## config.mk

```make
export PLATFORM = sky130hd
export DESIGN_NAME = fetch_stage
export DESIGN_NICKNAME = d
export VERILOG_FILES = /design/src/rtl/mips_pkg.sv /design/src/rtl/fetch_skid_buf.sv /design/src/rtl/fetch_stage.sv
export SDC_FILE = /design/constraint.sdc
export NUM_CORES = 1
export LEC_CHECK = 0
export ABC_AREA = 1
export BUFFER_PORTS_ARGS = -buffer_cell sky130_fd_sc_hd__buf_2
export CELL_PAD_IN_SITES_DETAIL_PLACEMENT = 1
export CELL_PAD_IN_SITES_GLOBAL_PLACEMENT = 2
export CORE_MARGIN = 1
export CORE_UTILIZATION = 32
export DETAILED_ROUTE_END_ITERATION = 7
export PLACE_DENSITY = 0.87
export SLEW_MARGIN = 10
export SYNTH_ARGS = -nofsm -noshare
export SYNTH_HDL_FRONTEND = slang
export SYNTH_SLANG_ARGS = --single-unit
```

## constraint.sdc

```tcl
create_clock -name clk -period 2.83 [get_ports clk]
set_input_delay 0 -clock clk [delete_from_list [all_inputs] [get_ports clk]]
set_output_delay 0 -clock clk [all_outputs]
set_load 0.02 [all_outputs]
```

## src/rtl/mips_pkg.sv

```systemverilog
`default_nettype none
// ============================================================================
// Module  : mips_pkg
// Brief   : Shared constants and the IF/ID pipeline record for the MIPS core.
// Revision: 1.0 - initial release
// ============================================================================
package mips_pkg;

  localparam int unsigned c_XLEN         = 32;
  localparam logic [31:0] c_NOP_INST     = 32'h0000_0000;  // sll $0,$0,0
  localparam logic [31:0] c_RESET_PC     = 32'h0000_0000;

  // IF/ID pipeline register contents, consumed by decode
  typedef struct packed {
    logic [c_XLEN-1:0] inst;
    logic [c_XLEN-1:0] pc4;
    logic              valid;
  } ifid_t;

endpackage
`default_nettype wire

```

## src/rtl/fetch_skid_buf.sv

```systemverilog
`default_nettype none
// ============================================================================
// Module  : fetch_skid_buf
// Brief   : One-entry hold buffer that parks an in-flight instruction while
//           decode is stalled, so it is not lost when the PC holds.
// Revision: 1.0 - initial release
// ============================================================================
module fetch_skid_buf
  import mips_pkg::*;
(
  input  logic              clk,
  input  logic              rst,
  input  logic              i_flush,    // drop contents (redirect)
  input  logic              i_capture,  // load when empty
  input  logic              i_drain,    // contents consumed this edge
  input  logic [c_XLEN-1:0] i_inst,
  input  logic [c_XLEN-1:0] i_pc,
  output logic              o_valid,
  output logic [c_XLEN-1:0] o_inst,
  output logic [c_XLEN-1:0] o_pc
);

  logic              r_valid;
  logic [c_XLEN-1:0] r_inst;
  logic [c_XLEN-1:0] r_pc;

  // Flush beats capture; a full buffer ignores further captures
  always_ff @(posedge clk) begin
    if (rst || i_flush) begin
      r_valid <= 1'b0;
      r_inst  <= '0;
      r_pc    <= '0;
    end else if (i_capture && !r_valid) begin
      r_valid <= 1'b1;
      r_inst  <= i_inst;
      r_pc    <= i_pc;
    end else if (i_drain) begin
      r_valid <= 1'b0;
    end
  end

  assign o_valid = r_valid;
  assign o_inst  = r_inst;
  assign o_pc    = r_pc;

endmodule
`default_nettype wire

```

## src/rtl/fetch_stage.sv

```systemverilog
`default_nettype none
// ============================================================================
// Module  : fetch_stage
// Brief   : MIPS IF stage: PC register, synchronous imem addressing and the
//           IF/ID register, with stall absorption and branch redirect.
// Revision: 1.0 - initial release
// ============================================================================
module fetch_stage
  import mips_pkg::*;
#(
  parameter logic [31:0] RESET_PC = c_RESET_PC,
  parameter logic [31:0] NOP_INST = c_NOP_INST
) (
  input  logic        clk,
  input  logic        rst,
  input  logic        stall_i,
  input  logic        redirect_i,
  input  logic [31:0] redirect_pc_i,
  output logic [31:0] imem_addr_o,
  input  logic [31:0] imem_rdata_i,
  output logic [31:0] ifid_inst_o,
  output logic [31:0] ifid_pc4_o,
  output logic        ifid_valid_o,
  output logic [31:0] pc_o
);

  logic [31:0] r_pc;
  logic [31:0] r_resp_pc;     // address whose data is on imem_rdata_i now
  logic        r_resp_valid;
  ifid_t       r_ifid;

  logic        w_hold_valid;
  logic [31:0] w_hold_inst;
  logic [31:0] w_hold_pc;
  logic        w_src_valid;
  logic [31:0] w_src_inst;
  logic [31:0] w_src_pc;
  logic [31:0] w_target_pc;
  logic [1:0]  w_unused_bits;

  assign w_target_pc   = {redirect_pc_i[31:2], 2'b00};
  assign w_unused_bits = redirect_pc_i[1:0];

  // Parked instruction takes precedence over the live memory response
  assign w_src_valid = w_hold_valid ? 1'b1        : r_resp_valid;
  assign w_src_inst  = w_hold_valid ? w_hold_inst : imem_rdata_i;
  assign w_src_pc    = w_hold_valid ? w_hold_pc   : r_resp_pc;

  fetch_skid_buf u_skid (
    .clk       (clk),
    .rst       (rst),
    .i_flush   (redirect_i),
    .i_capture (stall_i && !redirect_i && r_resp_valid),
    .i_drain   (!stall_i && !redirect_i),
    .i_inst    (imem_rdata_i),
    .i_pc      (r_resp_pc),
    .o_valid   (w_hold_valid),
    .o_inst    (w_hold_inst),
    .o_pc      (w_hold_pc)
  );

  // PC sequencing and IF/ID capture; priority rst > redirect > stall > run
  always_ff @(posedge clk) begin
    if (rst) begin
      r_pc         <= RESET_PC;
      r_resp_pc    <= '0;
      r_resp_valid <= 1'b0;
      r_ifid       <= '{inst: NOP_INST, pc4: 32'h0, valid: 1'b0};
    end else if (redirect_i) begin
      r_pc         <= w_target_pc;
      r_resp_valid <= 1'b0;
      r_ifid       <= '{inst: NOP_INST, pc4: 32'h0, valid: 1'b0};
    end else if (stall_i) begin
      // The re-read of the held PC is discarded; it is fetched again later
      r_resp_valid <= 1'b0;
    end else begin
      r_ifid.inst  <= w_src_valid ? w_src_inst : NOP_INST;
      r_ifid.pc4   <= w_src_pc + 32'd4;
      r_ifid.valid <= w_src_valid;
      r_resp_valid <= 1'b1;
      r_resp_pc    <= r_pc;
      r_pc         <= r_pc + 32'd4;
    end
  end

  assign imem_addr_o  = r_pc;
  assign pc_o         = r_pc;
  assign ifid_inst_o  = r_ifid.inst;
  assign ifid_pc4_o   = r_ifid.pc4;
  assign ifid_valid_o = r_ifid.valid;

endmodule
`default_nettype wire

```

# ---- Word level (Yosys, flattened, before mapping)
# Index checks and enable logic that the tools add are counted.
# Widths: inputs -> output; s select.
dict set report classes {
  n_bitwise 2
  addsub 2
  eq_ne 1
  n_reduce_logical 11
  mux 9
}
# cell count
set ops {}
lappend ops {{$mux 32} 5}
lappend ops {{$add 32x3->32 const B} 2}
lappend ops {{$logic_and 1x1->1} 4}
lappend ops {{$mux 1} 4}
lappend ops {{$logic_not 1->1} 3}
lappend ops {{$ne 2x1->1 const B} 1}
lappend ops {{$not 1->1} 2}
lappend ops {{$reduce_and 2->1} 1}
lappend ops {{$reduce_bool 2->1} 1}
lappend ops {{$reduce_or 2->1} 1}
lappend ops {{$logic_or 1x1->1} 1}
dict set report word_totals {
  ff_bits 195
  in_bits 68
  output_inout_bits 129
}

# ---- Depth between registers and ports, before layout
# Gate-level depths: netlist of run 1.
dict set report depth {
  word_depth 5
  depth_mapped 15
}

# ---- Cells and area by module
# Synthesis of run 1 repeated with hierarchy kept, for this count alone.
dict set report unflattened {
  hier_cells 1601
  hier_area_um2 10064.7
}
# module n_inst cells_each area_each_um2
set modules_own_cells {}
lappend modules_own_cells {fetch_stage 1 1181 7275.7}
lappend modules_own_cells {fetch_skid_buf 1 420 2788.9}

# ---- Least setup slack after synthesis of run 1
# OpenSTA, ideal clock, no wires.
dict set report synth_path {
  path_kind {register to register}
  from {register r_pc[3] (netlist: imem_addr_o[3])}
  to {register r_pc[28] (netlist: imem_addr_o[28])}
  stages_incl_launch_ff 12
  n_path_buf 1
  setup_slack_ns 1.011
  arrival_ns 1.709
  cell_sequence {dfxtp_1 > ha_1 > nand3_1 > nor3_2 > nand2_1 > nor2_1 > buf_4 > nand3_1 > nand2_1 > nand3b_1 > nand2_1 > inv_1}
}
dict set report synth_via {
  elab_chain_len 3
}
# element line_no
set synth_rtl {}
lappend synth_rtl {{start, declared} fetch_stage.sv:27} ;# logic [31:0] r_pc;
lappend synth_rtl {{start signal, assigned} fetch_stage.sv:70} ;# r_pc <= w_target_pc;
lappend synth_rtl {{start signal, assigned} fetch_stage.sv:82} ;# r_pc <= r_pc + 32'd4;
lappend synth_rtl {{$add 32x3->32} fetch_stage.sv:82}
lappend synth_rtl {{$mux 32} fetch_stage.sv:73} ;# end else if (stall_i) begin
lappend synth_rtl {{$mux 32} fetch_stage.sv:69} ;# end else if (redirect_i) begin
# No other way between the ends. The select of a mux whose other input is x is not followed.
# A chain may end at the register's enable or synchronous reset.

# ---- Final worst setup path of run 1
dict set report layout_path {
  from {register u_skid.r_valid (netlist: u_skid.o_valid)}
  to {register r_ifid (netlist bit ifid_pc4_o[30])}
}
dict set report layout_via {
  elab_chain_len 2
}
# element line_no
set layout_rtl {}
lappend layout_rtl {{start, declared} fetch_skid_buf.sv:23} ;# logic r_valid;
lappend layout_rtl {{start signal, assigned} fetch_skid_buf.sv:30} ;# r_valid <= 1'b0;
lappend layout_rtl {{start signal, assigned} fetch_skid_buf.sv:34} ;# r_valid <= 1'b1;
lappend layout_rtl {{start signal, assigned} fetch_skid_buf.sv:38} ;# r_valid <= 1'b0;
lappend layout_rtl {{$mux 32} fetch_stage.sv:47} ;# assign w_src_pc = w_hold_valid ? w_hold_pc : r_resp_pc;
lappend layout_rtl {{$add 32x3->32} fetch_stage.sv:78} ;# r_ifid.pc4 <= w_src_pc + 32'd4;
lappend layout_rtl {{end signal, assigned} fetch_stage.sv:68} ;# r_ifid <= '{inst: NOP_INST, pc4: 32'h0, valid: 1'b0};
lappend layout_rtl {{end signal, assigned} fetch_stage.sv:72} ;# r_ifid <= '{inst: NOP_INST, pc4: 32'h0, valid: 1'b0};
lappend layout_rtl {{end, declared} fetch_stage.sv:30} ;# ifid_t r_ifid;
# No other way between the ends.

==> flow_summary_export.csv, run 1 <==
group,metric,value,unit
sta,postLayoutSetupSlackWorst,629,ps
routing,dr.pass1.iters,4,
layout,layout.nets,1672,
yosys,synth_xor_area_share,1.03,%
yosys,synth_edf_count,0,
sta,fmax,454,MHz
power_and_ir_drop,p_int,0.00421,W
power_and_ir_drop,power_density,511,nW/um^2
floorplanning,rows,62,
layout,syn_to_final_growth,23.3,%
floorplanning,die_h,173,um
yosys,ys_ff_latch,187,
sta,setup_tns,0,ps
setup_path,cp-end-kind,"register",
yosys,netlist_area,9340,um^2
layout,multi_input_area,4560,um^2
yosys,yosys.area_share.simple,34.4,%
global_routing,grt_antenna_before_repair,0,
routing,drtAntennaViolNets,0,
sta,hold_violations,0,
power_and_ir_drop,p_leak,5.48,nW
yosys,ys_warn_count,0,
routing,post_drt_via_cell_ratio,4.77,
layout,regArea,3740,um^2
routing,via_count,9526,
routing,drc,0,
clocking,cts_root_buffer,"clkbuf_16",
clocking,tritoncts,"built",
floorplanning,start_util,32.5,%
sta,setup_viol,0,
power_and_ir_drop,combPwrFrac,11.8,%
setup_path,cp.required,3160,ps
clocking,htreeDepth,4,
global_routing,grt_pass1_vias,9445,
yosys,synthAdderAreaFrac,0.268,%
sta,rsz0062_at_grt,"false",
floorplanning,boundaryPins,197,
clocking,clock_path_buffers,2,
placement,pre_cts_slack,648,ps
worst_hold_path,hold_class,"in2reg",
power_and_ir_drop,power_frac_seq,47.3,%
global_routing,overflow,0,
layout,diodes,0,
routing,wl_per_cell,14.7,um
power_and_ir_drop,ir_drop,0.358,mV
global_routing,grt_pass1_wl,48800,um
yosys,muxShareOfSynthArea,0,%
setup_path,path_max_fanout,34,
clocking,cts_resized,0,
floorplanning,dieArea,29900,um^2
yosys,ys.flop_type,"dfxtp_1",
clocking,cts_made_buffers,17,
clocking,worstSkewPairLatency,440,ps
setup_path,cp.arrival,2530,ps
sta,slew_headroom,45.0,%
yosys,synth_seq_area_share,40.1,%
global_routing,grt_start_max_net_pins,78,
yosys,synth_cell_types,43,
sta,tightestPinTransition,825,ps
layout,fillerInstances,3786,
yosys,avgSynthCellArea,6.58,um^2
sta,finClkSkew,13.4,ps
yosys,async_reset_ff_share,0,%
job,maxCapViolCount,0,
global_routing,grt_usage,20.0,%
sta,fin_crit_sh,77.8,%
placement,globalplace.congestion,0.835,
yosys,synth_cells,1420,
clocking,clk_pin_slew_worst_paths,80,ps
power_and_ir_drop,p_sw_share,28.5,%
routing,drt_iter0_markers,524,
sta,fin_crit,2200,ps
yosys,synth_top_family_by_area,"simple AND/OR/NAND/NOR gates",
clocking,cts_sinks,187,
clocking,post-cts-setup-buffer-count,0,
floorplanning,core,28700,um^2
power_and_ir_drop,p_switching,0.00168,W
layout,drive_above_1_share,17.5,%
placement,dp_hpwl,19800,um
yosys,synth_compound_area_share,12.7,%
setup_path,start_kind,"register",
sta,drv_slew,0,
placement,portBuffers,188,
power_and_ir_drop,pwr-share-clk,40.9,%
clocking,holdBufCountCts,63,
routing,wirelength,29400,um
layout,utilization,40.1,%
floorplanning,die_x,173,um
outcome,outcome,"finished clean",
setup_path,path_class,"reg2reg",
critical path, stage by stage, from the launching register on:
cell,delay [ps]
dfxtp_2,390
clkinv_4,250
buf_4,350
nand2_1,110
nand2_2,110
nand2_1,90
nor2_1,160
nand2_2,120
nor2_8,170
nand2_1,80
nand2_1,70
nand3_1,80
nand2_1,80
inv_1,40
final cells by class:
class                   count  share of cell area (%)
clock inverters            15                    1.31
multi-input cells        1009                    39.6
repair buffers            266                    14.7
well taps                 384                    4.17
clock buffers              17                    3.69
flip-flops and latches    187                    32.5
inverters                 121                    3.99
power groups by stage:
| stage | Combinational [W] | Sequential, W | Clock [W] |
|---|---|---|---|
| after floorplan | 0.000390 | 0.00287 | 0 |
| after global placement | 0.000623 | 0.00284 | 0 |
| after detailed placement | 0.000632 | 0.00285 | 0 |
| after CTS | 0.000702 | 0.00279 | 0.00247 |
| after global routing | 0.000774 | 0.00280 | 0.00258 |
| final | 0.000696 | 0.00279 | 0.00241 |
cell families (layout without fill, tap and decap cells):
group / after synthesis / in the layout
adder cells (fa/ha/maj): 2 / 2
AND/OR/NAND/NOR: 768 / 768
XOR/XNOR: 11 / 11
AO/OA/AOI/OAI: 222 / 222
flip-flops: 187 / 187
buffers and inverters: 229 / 419
other: 1 / 6
worst paths after layout:
path / startpoint / end / slack [ps] / cells past startpoint
max: u_skid.o_valid / ifid_pc4_o[30] / 630 / 13
min: stall_i / imem_addr_o[4] / 4 / 5
max reg2reg: u_skid.o_valid / ifid_pc4_o[30] / 630 / 13
min reg2reg: u_skid.o_pc[2] / u_skid.o_pc[2] / 460 / 2
Yosys cell counts, types with 2 or more instances:
cell,count,area [um^2]
nand2_1,403,1510
nor2_1,219,822
dfxtp_1,187,3740
o21ai_0,117,586
inv_1,113,424
a21oi_1,68,340
nand3_1,68,340
buf_4,37,278
clkbuf_1,37,139
buf_2,17,85.1
nand2_2,16,100
nand4_1,15,93.8
nand3b_1,14,105
buf_1,11,41.3
nor2_2,11,68.8
o21ai_1,11,55.1
nor3_1,10,50.1
a211oi_1,8,60.1
xnor2_1,6,52.6
buf_6,5,56.3
inv_2,5,18.8
xor2_1,5,43.8
nor2_4,4,45.0
a31oi_1,3,18.8
o311ai_0,3,26.3
or2_2,3,18.8
a22o_1,2,17.5
clkinv_1,2,7.51
ha_1,2,25.0
nor3_2,2,20.0
o2111ai_1,2,17.5
o21bai_1,2,15.0
o31ai_1,2,15.0
registers in the layout, indices dropped and copies added (netlist names):
signal	cells
ifid_inst_o	32
u_skid.o_inst	32
ifid_pc4_o	30
imem_addr_o	30
r_resp_pc	30
u_skid.o_pc	30
ifid_valid_o	1
r_resp_valid	1
u_skid.o_valid	1
routing by layer:
layer	global-route usage [%]	vias up	share of wire, %
li1	-	4818	-
met3	2.84	16	3.0
met2	33.1	176	45
met4	4.68	0	1.1
met5	0	-	0
met1	27.5	4516	51
through the flow:
stage	hold slack [ps]	cells	total power (W)	area (um^2)
2_1_floorplan	135	1425	0.00326	9360
3_3_place_gp	242	1904	0.00347	10300
3_5_place_dp	251	1904	0.00348	10300
4_1_cts	6.61	1999	0.00596	11500
5_1_grt	19.5	1999	0.00616	11500
6_report	4.01	1999	0.00589	11500
cells in the final DEF (no fill, tap or decap), types with 3 or more instances in the layout:
cell type | netlist | layout
nand3_1 | 68 | 68
inv_2 | 5 | 5
nor3_1 | 10 | 10
a31oi_1 | 3 | 3
dfxtp_1 | 187 | 186
a211oi_1 | 8 | 8
inv_1 | 113 | 113
nor2_2 | 11 | 11
nand4_1 | 15 | 15
o311ai_0 | 3 | 3
o21ai_1 | 11 | 11
clkbuf_16 | 0 | 17
xor2_1 | 5 | 5
inv_6 | 0 | 4
inv_8 | 0 | 4
dlygate4sd3_1 | 0 | 63
xnor2_1 | 6 | 6
conb_1 | 1 | 6
nor2_4 | 4 | 5
buf_2 | 17 | 188
nand3b_1 | 14 | 14
clkinvlp_4 | 0 | 3
o21ai_0 | 117 | 117
nor2_1 | 219 | 218
a21oi_1 | 68 | 67
nand2_2 | 16 | 16
or2_2 | 3 | 3
nand2_1 | 403 | 403
buf_4 | 37 | 14
Note: power is estimated with default switching activity, not from simulation.
==> inputs of run 2 (changes only) <==
ABC_AREA = 0   (was 1)
CORE_UTILIZATION = 31   (was 32)
PLACE_DENSITY = 0.82   (was 0.87)
clock period = 2.05 ns   (was 2.83 ns; I/O delays follow)
==> run 2 against run 1 <==
The run now ends with setup timing left. Die area down 2.0%. Clock skew down 2.0 ps. Sequential power up 35%. Worst setup slack worse by 690 ps. Critical path depth down 5. Fmax up 4.1%. Total power up 41%. Register-to-register slack worse by 690 ps. Via count down 7.3%. Non-clock buffer count up 68. Cell area up 2.1%.
==> flow_summary_export.csv, run 2 <==
group,metric,value,unit
floorplanning,boundaryPins,197,
power_and_ir_drop,p_total,0.00829,W
global_routing,grt_usage,19.3,%
routing,drtAntennaViolNets,0,
clocking,tritoncts,"built",
worst_hold_path,holdPathStages,3,
setup_path,cp.arrival,2440,ps
routing,drt-met1-wl,14400,um
layout,final_cell_mix,"nand2_1 (266), a21oi_1 (192), buf_2 (187)",
yosys,synth_edf_count,0,
yosys,ys.flop_type,"dfxtp_1",
setup_path,path_class,"reg2reg",
sta,drv_slew,0,
floorplanning,dieArea,29300,um^2
outcome,outcome,"complete, but fails checks",
routing,route.met3.wl,1000,um
placement,globalplace.congestion,0.806,
clocking,clk_pin_slew_worst_paths,70,ps
layout,drive_above_1_share,23.3,%
routing,wirelength,28300,um
sta,setup_tns,-286,ps
routing,dr.max_layer_used,"met4",
yosys,ys_warn_count,0,
placement,place_area,10400,um^2
sta,fin_crit_sh,103,%
yosys,ys_ff_latch,187,
global_routing,overflow,0,
routing,post_drt_via_cell_ratio,4.88,
sta,rsz0062_at_grt,"true",
floorplanning,die_x,171,um
placement,portBuffers,188,
layout,syn_to_final_growth,32.7,%
clocking,cts_root_buffer,"clkbuf_16",
global_routing,grt_pass1_vias,8511,
floorplanning,rows,61,
yosys,yosys.area.top_type_share,42.2,%
routing,via_count,8826,
yosys,avgSynthCellArea,7.52,um^2
worst_hold_path,worstHoldStart,"redirect_i",
global_routing,grt_pass1_wl,44900,um
floorplanning,die_h,171,um
layout,final_common_cell,"nand2_1",
clocking,cts_made_buffers,17,
layout,layout.nets,1486,
setup_path,regToRegSetupSlack,-60,ps
routing,wl_per_cell,15.7,um
setup_path,start_kind,"register",
worst_hold_path,min_to,"imem_addr_o[16]",
yosys,synth_area_leaders,"dfxtp_1 (42%), nand2_1 (11%), a21oi_1 (11%)",
setup_path,rr_endpoint,"ifid_pc4_o[31]",
floorplanning,start_util,31.7,%
sta,fin_crit,2110,ps
routing,dr.pass1.iters,4,
setup_path,r2r_start,"u_skid.o_valid",
job,maxCapViolCount,0,
setup_path,cp.required,2370,ps
routing,routed-wl-met2,12500,um
placement,dp_hpwl,19300,um
yosys,synth_area_leader_cell,"dfxtp_1",
layout,diodes,0,
floorplanning,core,27900,um^2
power_and_ir_drop,p_leak,4.74,nW
worst_hold_path,hold_class,"in2reg",
routing,drc,0,
sta,setup_viol,7,
power_and_ir_drop,power_density,705,nW/um^2
clocking,clock_path_buffers,2,
sta,slew_headroom,28.8,%
sta,postLayoutSetupSlackWorst,-63.7,ps
yosys,synth_cells,1178,
yosys,synth_seq_area_share,42.2,%
global_routing,grt_antenna_before_repair,0,
sta,tightestPinTransition,1070,ps
layout,fillerInstances,3482,
sta,fmax,473,MHz
clocking,worstSkewPairLatency,440,ps
yosys,netlist_top_cells_count,"nand2_1 (266), a21oi_1 (192), dfxtp_1 (187)",
global_routing,grt_start_max_net_pins,61,
yosys,synth_cell_types,55,
sta,finClkSkew,11.4,ps
setup_path,cp-end-kind,"register",
setup_path,path_max_fanout,11,
routing,drt_iter0_markers,452,
setup_path,rr_worst_depth,8,
yosys,netlist_area,8860,um^2
clocking,cts_sinks,187,
layout,fin_area,11800,um^2
outcome,failed_checks,"setup timing",
clocking,htreeDepth,4,
yosys,synth_most_common_cell,"nand2_1",
power_and_ir_drop,ir_drop,0.542,mV
yosys,async_reset_ff_share,0,%
sta,hold_violations,0,
-- run 2: worst max-delay path, stage by stage (launching register included) --
cell      delay, ps
dfxtp_4         420
nand3_1         180
a222oi_1        460
buf_4           210
and4_1          210
buf_6           140
nand4b_1        130
xnor2_1         160
a21oi_1          80
-- run 2: worst max path at each step --
stage                    from  cells after the start              to
6_report       u_skid.o_valid                      8  ifid_pc4_o[31]
5_1_grt        u_skid.o_valid                      8  ifid_pc4_o[31]
4_1_cts        u_skid.o_valid                      6  ifid_pc4_o[30]
3_5_place_dp   u_skid.o_valid                      7  ifid_pc4_o[30]
3_3_place_gp   u_skid.o_valid                      7  ifid_pc4_o[30]
2_1_floorplan  u_skid.o_valid                     14  ifid_pc4_o[30]
-- run 2: cells by family after synthesis --
| group | count (synthesis) | share of synthesized area [%] |
|---|---|---|
| and+or+nand+nor | 542 | 27.1 |
| AOI/OAI and AO/OA | 239 | 14.6 |
| DFF | 187 | 42.2 |
| buffers and inverters | 128 | 7.17 |
| muxes | 40 | 4.70 |
| xor gates and xnor gates | 39 | 3.85 |
| adders and majority gates | 2 | 0.282 |
| other | 1 | 0.0423 |
-- run 2: layout make-up --
type / count / area (um^2) / area share, %
clock buffers: 20 / 467 / 3.97
clock inverters: 12 / 181 / 1.54
inverters: 8 / 30.0 / 0.255
multi-input cells: 868 / 4600 / 39.2
flip-flops and latches: 187 / 3750 / 31.9
well taps: 378 / 473 / 4.02
repair buffers: 334 / 2250 / 19.1
-- run 2: stage by stage --
stage | std cells | hold WS [ps] | utilization (%) | worst slack, ps
floorplan | 1183 | 136 | - | -515
global placement | 1705 | 232 | 37.1 | 42.2
detailed placement | 1705 | 243 | 37.1 | -13.7
CTS | 1803 | 21.7 | 41.8 | 18.7
global route | 1807 | 62.7 | 42.1 | -218
finish | 1807 | 24.9 | 42.1 | -63.7
-- run 2: report_power, final --
part           total (W)  leakage (nW)  internal [W]  switching (W)
Combinational   0.000861          2.91      0.000347       0.000514
Sequential       0.00376          1.52       0.00370      0.0000609
Clock            0.00367         0.318       0.00216        0.00151
Total            0.00829          4.74       0.00620        0.00209
-- run 2: what timing repair did --
item	4_1_cts	5_1_grt
endpoints found under the hold margin	62	0
setup endpoints to repair	3	49
resized for setup	0	11
hold buffers	65	0
buffers inserted	2	4
pin swaps	1	2
-- run 2: routing by layer --
layer  track usage (%)  vias to the layer above
met4              5.40                        0
li1                  -                     4434
met2              30.5                      176
met3              3.03                       28
met5                 0                        -
met1              27.0                     4188
